[src/rtl/multicycle_pkg.sv]
// Shared types and encodings for the multi-cycle MIPS sequencer.
// States, instruction classes, opcodes and datapath select codes.
package multicycle_pkg;

  typedef enum logic [3:0] {
    S_FETCH     = 4'd0,
    S_DECODE    = 4'd1,
    S_MEM_ADDR  = 4'd2,
    S_MEM_READ  = 4'd3,
    S_MEM_WB    = 4'd4,
    S_MEM_WRITE = 4'd5,
    S_EXEC_R    = 4'd6,
    S_EXEC_I    = 4'd7,
    S_ALU_WB    = 4'd8,
    S_BRANCH    = 4'd9,
    S_JUMP      = 4'd10,
    S_JR        = 4'd11,
    S_HALT      = 4'd12
  } state_t;

  typedef enum logic [2:0] {
    IC_LOAD,
    IC_STORE,
    IC_RTYPE,
    IC_JR,
    IC_ITYPE,
    IC_BRANCH,
    IC_JUMP,
    IC_ILLEGAL
  } iclass_t;

  localparam logic [5:0] OP_RTYPE = 6'h00;
  localparam logic [5:0] OP_J     = 6'h02;
  localparam logic [5:0] OP_JAL   = 6'h03;
  localparam logic [5:0] OP_BEQ   = 6'h04;
  localparam logic [5:0] OP_BNE   = 6'h05;
  localparam logic [5:0] OP_ADDI  = 6'h08;
  localparam logic [5:0] OP_SLTI  = 6'h0A;
  localparam logic [5:0] OP_ANDI  = 6'h0C;
  localparam logic [5:0] OP_ORI   = 6'h0D;
  localparam logic [5:0] OP_LW    = 6'h23;
  localparam logic [5:0] OP_SW    = 6'h2B;
  localparam logic [5:0] FN_JR    = 6'h08;

  localparam logic [1:0] PC_ALU    = 2'd0;
  localparam logic [1:0] PC_ALUOUT = 2'd1;
  localparam logic [1:0] PC_JUMP   = 2'd2;
  localparam logic [1:0] PC_RS     = 2'd3;

  localparam logic [1:0] SRCB_RT    = 2'd0;
  localparam logic [1:0] SRCB_FOUR  = 2'd1;
  localparam logic [1:0] SRCB_IMM   = 2'd2;
  localparam logic [1:0] SRCB_IMMSH = 2'd3;

  localparam logic [1:0] AOP_ADD   = 2'd0;
  localparam logic [1:0] AOP_SUB   = 2'd1;
  localparam logic [1:0] AOP_FUNCT = 2'd2;
  localparam logic [1:0] AOP_IMM   = 2'd3;

  localparam logic [1:0] RD_RT = 2'd0;
  localparam logic [1:0] RD_RD = 2'd1;
  localparam logic [1:0] RD_RA = 2'd2;

  localparam logic [1:0] MR_ALU = 2'd0;
  localparam logic [1:0] MR_MDR = 2'd1;
  localparam logic [1:0] MR_PC  = 2'd2;

endpackage

[src/rtl/mc_opdecode.sv]
// Opcode/funct to instruction-class decoder.
// Purely combinational; the sequencer dispatches on the class.
module mc_opdecode
  import multicycle_pkg::*;
(
  input  logic [5:0] opcode,
  input  logic [5:0] funct,
  output iclass_t    iclass
);

  logic is_r;

  assign is_r = (opcode == OP_RTYPE);

  always_comb begin
    iclass = IC_ILLEGAL;
    unique case (1'b1)
      (opcode == OP_LW):
        iclass = IC_LOAD;
      (opcode == OP_SW):
        iclass = IC_STORE;
      (is_r && funct == FN_JR):
        iclass = IC_JR;
      (is_r && funct != FN_JR):
        iclass = IC_RTYPE;
      (opcode inside {OP_ADDI, OP_SLTI,
                      OP_ANDI, OP_ORI}):
        iclass = IC_ITYPE;
      (opcode inside {OP_BEQ, OP_BNE}):
        iclass = IC_BRANCH;
      (opcode inside {OP_J, OP_JAL}):
        iclass = IC_JUMP;
      default:
        iclass = IC_ILLEGAL;
    endcase
  end

endmodule

[src/rtl/multicycle_control.sv]
// Multi-cycle MIPS sequencer with handshaked, variable-latency memory.
// Outputs are decoded from state; a wait counter bounds memory stalls.
module multicycle_control
  import multicycle_pkg::*;
#(
  parameter int MEM_WAIT_MAX = 255
) (
  input  logic       clk,
  input  logic       reset,
  input  logic [5:0] opcode,
  input  logic [5:0] funct,
  input  logic       zero,
  input  logic       mem_ready,
  output logic       mem_req,
  output logic       mem_we,
  output logic       iord,
  output logic       ir_write,
  output logic       mdr_write,
  output logic       pc_en,
  output logic [1:0] pc_src,
  output logic       alu_src_a,
  output logic [1:0] alu_src_b,
  output logic [1:0] alu_op,
  output logic       reg_write,
  output logic [1:0] reg_dst,
  output logic [1:0] mem_to_reg,
  output logic       halted,
  output logic [3:0] state
);

  localparam int CW =
    (MEM_WAIT_MAX > 1) ? $clog2(MEM_WAIT_MAX) : 1;

  state_t        cur;
  state_t        nxt;
  iclass_t       iclass;
  logic [CW-1:0] wait_cnt;
  logic          waiting;
  logic          timeout;

  mc_opdecode u_dec (
    .opcode (opcode),
    .funct  (funct),
    .iclass (iclass)
  );

  assign state = cur;

  // Last permitted wait cycle; MEM_WAIT_MAX of 0 never times out.
  assign timeout = (MEM_WAIT_MAX != 0) &&
    (int'(wait_cnt) == MEM_WAIT_MAX - 1);

  always_comb begin
    nxt     = cur;
    waiting = 1'b0;
    unique case (cur)
      S_FETCH:
        if (mem_ready) nxt = S_DECODE;
        else waiting = 1'b1;
      S_DECODE:
        unique case (iclass)
          IC_LOAD, IC_STORE: nxt = S_MEM_ADDR;
          IC_RTYPE:          nxt = S_EXEC_R;
          IC_JR:             nxt = S_JR;
          IC_ITYPE:          nxt = S_EXEC_I;
          IC_BRANCH:         nxt = S_BRANCH;
          IC_JUMP:           nxt = S_JUMP;
          default:           nxt = S_HALT;
        endcase
      S_MEM_ADDR:
        nxt = (iclass == IC_LOAD) ? S_MEM_READ
                                  : S_MEM_WRITE;
      S_MEM_READ:
        if (mem_ready) nxt = S_MEM_WB;
        else waiting = 1'b1;
      S_MEM_WRITE:
        if (mem_ready) nxt = S_FETCH;
        else waiting = 1'b1;
      S_EXEC_R, S_EXEC_I:
        nxt = S_ALU_WB;
      S_MEM_WB, S_ALU_WB, S_BRANCH,
      S_JUMP, S_JR:
        nxt = S_FETCH;
      S_HALT:
        nxt = S_HALT;
      default:
        nxt = S_HALT;
    endcase
    if (waiting && timeout) nxt = S_HALT;
  end

  always_ff @(posedge clk) begin
    if (!reset) begin
      cur      <= S_FETCH;
      wait_cnt <= '0;
    end else begin
      cur <= nxt;
      if (nxt != cur)
        wait_cnt <= '0;
      else if (waiting)
        wait_cnt <= wait_cnt + CW'(1);
    end
  end

  always_comb begin
    mem_req    = 1'b0;
    mem_we     = 1'b0;
    iord       = 1'b0;
    ir_write   = 1'b0;
    mdr_write  = 1'b0;
    pc_en      = 1'b0;
    pc_src     = PC_ALU;
    alu_src_a  = 1'b0;
    alu_src_b  = SRCB_RT;
    alu_op     = AOP_ADD;
    reg_write  = 1'b0;
    reg_dst    = RD_RT;
    mem_to_reg = MR_ALU;
    halted     = 1'b0;
    unique case (cur)
      S_FETCH: begin
        mem_req   = 1'b1;
        alu_src_b = SRCB_FOUR;
        ir_write  = mem_ready;
        pc_en     = mem_ready;
      end
      S_DECODE:
        alu_src_b = SRCB_IMMSH;
      S_MEM_ADDR: begin
        alu_src_a = 1'b1;
        alu_src_b = SRCB_IMM;
      end
      S_MEM_READ: begin
        mem_req   = 1'b1;
        iord      = 1'b1;
        mdr_write = mem_ready;
      end
      S_MEM_WB: begin
        reg_write  = 1'b1;
        mem_to_reg = MR_MDR;
      end
      S_MEM_WRITE: begin
        mem_req = 1'b1;
        mem_we  = 1'b1;
        iord    = 1'b1;
      end
      S_EXEC_R: begin
        alu_src_a = 1'b1;
        alu_op    = AOP_FUNCT;
        reg_dst   = RD_RD;
      end
      S_EXEC_I: begin
        alu_src_a = 1'b1;
        alu_src_b = SRCB_IMM;
        alu_op    = AOP_IMM;
      end
      S_ALU_WB: begin
        reg_write = 1'b1;
        reg_dst   = (iclass == IC_RTYPE) ? RD_RD
                                         : RD_RT;
      end
      S_BRANCH: begin
        alu_src_a = 1'b1;
        alu_op    = AOP_SUB;
        pc_src    = PC_ALUOUT;
        pc_en     = zero ^ (opcode == OP_BNE);
      end
      S_JUMP: begin
        pc_en  = 1'b1;
        pc_src = PC_JUMP;
        if (opcode == OP_JAL) begin
          reg_write  = 1'b1;
          reg_dst    = RD_RA;
          mem_to_reg = MR_PC;
        end
      end
      S_JR: begin
        pc_en  = 1'b1;
        pc_src = PC_RS;
      end
      S_HALT:
        halted = 1'b1;
      default: ;
    endcase
    if (!reset) begin
      mem_req   = 1'b0;
      mem_we    = 1'b0;
      ir_write  = 1'b0;
      mdr_write = 1'b0;
      pc_en     = 1'b0;
      reg_write = 1'b0;
      halted    = 1'b0;
    end
  end

endmodule

[config.mk]
export PLATFORM = sky130hd
export DESIGN_NAME = multicycle_control
export DESIGN_NICKNAME = d
export VERILOG_FILES = /design/src/rtl/multicycle_pkg.sv /design/src/rtl/mc_opdecode.sv /design/src/rtl/multicycle_control.sv
export SDC_FILE = /design/constraint.sdc
export NUM_CORES = 1
export LEC_CHECK = 0
export ABC_CLOCK_PERIOD_IN_PS = 2400
export BUFFER_PORTS_ARGS = -buffer_cell sky130_fd_sc_hd__buf_2
export CAP_MARGIN = 20
export CORE_UTILIZATION = 33
export CTS_CLUSTER_DIAMETER = 80
export DETAILED_ROUTE_END_ITERATION = 12
export GPL_ROUTABILITY_DRIVEN = 0
export PLACE_DENSITY_LB_ADDON = 0.15
export SYNTH_ARGS = -nofsm -noshare
export SYNTH_HDL_FRONTEND = slang
export SYNTH_SLANG_ARGS = --single-unit
[constraint.sdc]
create_clock -name clk -period 2.4 [get_ports clk]
set_input_delay 0.24 -clock clk [delete_from_list [all_inputs] [get_ports clk]]
set_output_delay 0.24 -clock clk [all_outputs]
set_load 0.01 [all_outputs]
Word level (Yosys, flattened, before mapping). Cells that the tools add are included.

Add/subtract/negate cells: 1. Eq/ne operators: 32. Mux-type cells: 34. Bitwise gates (word level): 2. Reduce and logical (&&, ||, !) cells: 19.

Operator list (number): $eq 6x4->1 const B (5); $pmux 4 s7 (1); $pmux 2 s3 (4); $pmux 4 s6 (1); $pmux 3 s7 (1); $eq 4x4->1 const B (5); $mux 1 (18); $eq 4x3->1 const B (4); $mux 4 (4); $reduce_or 2->1 (7); $eq 6x2->1 const B (2); $eq 6x3->1 const B (2); $eq 6x6->1 const B (2); $eq 3x3->1 const B (3); $add 8x1->8 const B (1); $eq 4x2->1 const B (2); $eq 8x2->1 const B (1); $eq 3x2->1 const B (2); $logic_not 6->1 (1); $ne 6x4->1 const B (1); $reduce_or 5->1 (1); $eq 4x1->1 const B (1); $logic_not 4->1 (1); $ne 4x4->1 (1); 14 further kinds (17).

Flip-flop bits (word level): 12. Input port bits: 16. Output and inout bits: 23.

Depth between registers and ports, before layout.
Depth after elaboration: 10. Depth in mapped cells: 7. Gate-level depth less buffers: 7.

Hierarchy. Synthesis repeated with hierarchy kept, for this count alone.

Cell total of the unflattened synthesis: 158. Area total of the unflattened synthesis: 1203.7 um^2.

Modules (own cells, without submodules): multicycle_control (instances 1, cells each 140, area an instance 1092.3 um^2); mc_opdecode (instances 1, cells each 18, area an instance 111.4 um^2).

Worst setup path before layout. Ideal clock, no wire load.

Kind: register to register. Start: register cur[0], in the netlist state[0]. End: register wait_cnt[0]. Setup time: 0.133 ns. Data arrival time: 1.884 ns. Required time: 2.267 ns. Setup slack: 0.383 ns. Cell stages (with the launch flop): 8. Cell sequence: dfxtp_1 > buf_2 > nor2b_1 > mux2i_1 > nor3_1 > a211oi_1 > o2111ai_2 > nor3_1.

Cells in the longest elaborated chain, start to end: 7. Elaborated cells on any way between the ends: 24. Those cells by class: eq/ne (12); mux (6); reduce/logical (6).

RTL lines: from (decl) (RTL line multicycle_control.sv:34) `state_t cur;`; from (signal assigned) (RTL line multicycle_control.sv:97) `cur <= nxt;`; branches (longest 7 deep; another with $pmux 4 s7); to (signal assigned) (RTL line multicycle_control.sv:101) `wait_cnt <= wait_cnt + CW'(1);`; to (decl) (RTL line multicycle_control.sv:37) `logic [CW-1:0] wait_cnt;`.

Several ways; the timed one is not identified. A chain may end at the register's enable or synchronous reset.

Worst setup path after layout.
Start: register cur[0], in the netlist state[0]. End: register wait_cnt[5].

Same word-level chain as after synthesis.

==> impl_metrics.toml <==
[run_status]
status = "finished clean"

[synth]
syn_nets = 187
synthDistinctLibCells = 50
synth_enable_flop_cells = 0
synth_area_um2 = 1210
syn_inst = 169
async_flop_share_pct = 0
avgSynthCellArea_um2 = 7.16
synth_ff_type = "dfxtp_1"
ys_ff_latch = 12
yosys_warnings = 0
ys_seq_area_share_pct = 19.9

[worst_setup_path]
critPathKind = "reg -> reg"
critPathMaxFanout = 8
critPathLaunchType = "register"
critPathCaptureType = "register"
crit_required_ps = 2540
cp.arrival_ps = 2310

[timing]
worst_slew_pin_slew_ps = 515
grt_setup_unrepaired = "no"
tns_ps = 0
setup_viol = 0
report.final.slew_viol_count = 0
skew_ps = 1.10
post-route-period-util_pct = 90.3
setup_slack_ps = 232
max_freq_mhz = 461
period_minus_slack_ps = 2170
finalHoldViolCount = 0
slew_headroom_pct = 65.2

[place]
port-buffer-count = 38
pre_cts_slack_ps = 209
dp.cells = 253
placed_area_um2 = 1490
dp_hpwl_um = 2660

[min_path]
min_path_type = "in -> reg"

[clock_network]
h-tree-depth = 1
cts_root_buf = "clkbuf_4"
cts.sinks = 12
cts_tree = "yes"
clk_latency_ps = 270
cts.clk_slew.worst_paths_ps = 70
clock_path_buffers = 2
post_cts_buffers = 0
cts_buffers = 3

[detailed_routing]
drc = 0
wl_per_cell_um = 13.1
drt_first_pass_iters = 4
routed_wl_um = 3340
drt_iter0_markers = 44
dr_total_vias = 1389
drtAntennaViolNets = 0
vias_per_cell = 5.43

[grt]
grt_overflow = 0
grt_pass1_wl_um = 5690
grt_max_degree = 21
antenna_found_initial = 0
grt_pass1_vias = 1285
track_usage_pct = 17.7

[floorplan]
ios = 39
die-width_um = 62.6
rows = 21
die_h_um = 62.6
coreArea_um2 = 3420
fp.dieArea_um2 = 3910
initial_core_util_pct = 35.4

[finish]
seqCellArea_um2 = 240
multi_input_area_um2 = 906
n_antenna_cell = 0
fin_area_um2 = 1510
fillers = 364
nNetsFinal = 230
drive_gt1_share_pct = 28.1
instances_no_fill = 256
area_growth_pct = 25.1

[power]
seqPwrFrac_pct = 38.2
p_int_w = 0.000358
p_leak_nw = 0.614
power_density_nw_per_um2 = 374
vdd_drop_max_v = 0.000257
design_power_total_w = 0.000566
netSwitchingFraction_pct = 36.8
combPwrFrac_pct = 40.7
clkPwrFrac_pct = 21.2
p_switching_w = 0.000208

[run]
maxCapViolations = 0
## synth_stat cells, types with 2 or more instances
cell type,number,area [µm²]
nor2_1,21,78.8
nor3_1,17,85.1
nand2_1,14,52.6
dfxtp_1,12,240
inv_1,8,30.0
nand3_1,7,35.0
a21oi_1,6,30.0
xnor2_1,6,52.6
clkbuf_1,5,18.8
a211oi_1,4,30.0
nor2b_1,4,25.0
nor4_1,4,25.0
o21a_1,4,30.0
o21ai_0,4,20.0
xor2_1,4,35.0
a31oi_1,3,18.8
and2_1,3,18.8
buf_2,3,15.0
nand4_1,3,18.8
nor3b_1,3,22.5
and3_1,2,12.5
ha_1,2,25.0
mux2i_1,2,20.0
nor4b_1,2,17.5
## power by group through the flow
stage | Clock [W] | Sequential (W) | Combinational, W
6_report | 0.000120 | 0.000216 | 0.000230
5_1_grt | 0.000141 | 0.000217 | 0.000256
4_1_cts | 0.000127 | 0.000216 | 0.000230
3_5_place_dp | 0 | 0.000220 | 0.000229
3_3_place_gp | 0 | 0.000220 | 0.000226
2_1_floorplan | 0 | 0.000219 | 0.000153
## per-layer routing
metal / wire length [µm] / GRT usage [%]
met5: 0 / 0
met2: 1650 / 31.9
met1: 1530 / 21.4
met3: 148 / 3.83
met4: 11 / 3.20
## worst paths after layout
kind,startpoint,endpoint,slack [ps],depth (start not counted)
max,state[0],wait_cnt[5],230,6
min,reset,state[1],310,3
max reg2reg,state[0],wait_cnt[5],230,6
min reg2reg,wait_cnt[7],wait_cnt[7],560,2
## kinds of logic (layout without fill, tap and decap cells)
group	count (synthesis)	in the layout	synth area share [%]
AOI/OAI and AO/OA	34	34	22.0
adders and majority gates	2	2	2.07
muxes	3	3	2.59
DFF	12	12	19.9
and+or+nand+nor	91	91	40.6
buffers and inverters	17	58	5.58
xor gates and xnor gates	10	10	7.24
## flip-flops by register name (all words and copies together) (netlist names)
register / cells
wait_cnt: 8
state: 4
## worst max-delay path: stages, from the launching register on
cell,delay [ps]
dfxtp_1,430
or4b_1,570
a21o_1,200
a31oi_1,230
a211oi_1,100
o2111ai_2,400
nor3_1,110
## per-stage QoR
stage | hold slack, ps | util (%)
2_1_floorplan | 415 | -
5_1_grt | 307 | 44.3
4_1_cts | 300 | 44.2
3_5_place_dp | 547 | 43.6
3_3_place_gp | 534 | 43.6
6_report | 314 | 44.3
## layout make-up
cell class | count | share of cell area (%)
clock buffers | 3 | 1.49
repair buffers | 47 | 17.0
multi-input cells | 140 | 59.8
well taps | 46 | 3.80
flip-flops and latches | 12 | 15.9
inverters | 8 | 1.98
## repair_timing
action | 4_1_cts | 5_1_grt
hold buffers | 0 | 0
gates resized for setup | 0 | 1
hold endpoints to repair | 0 | 0
setup endpoints to repair | 0 | 6
## layout by cell type, fill, tap and decap left out, drive strengths merged, types with 4 or more instances in the layout
cell    instances
buf            47
nor2           22
nor3           17
nand2          14
dfxtp          12
inv             8
nand3           7
xnor2           6
a21oi           6
nor4            4
a211oi          4
nor2b           4
o21a            4
o21ai           4
xor2            4
nand4           4
(Power assumes the default switching activity.)
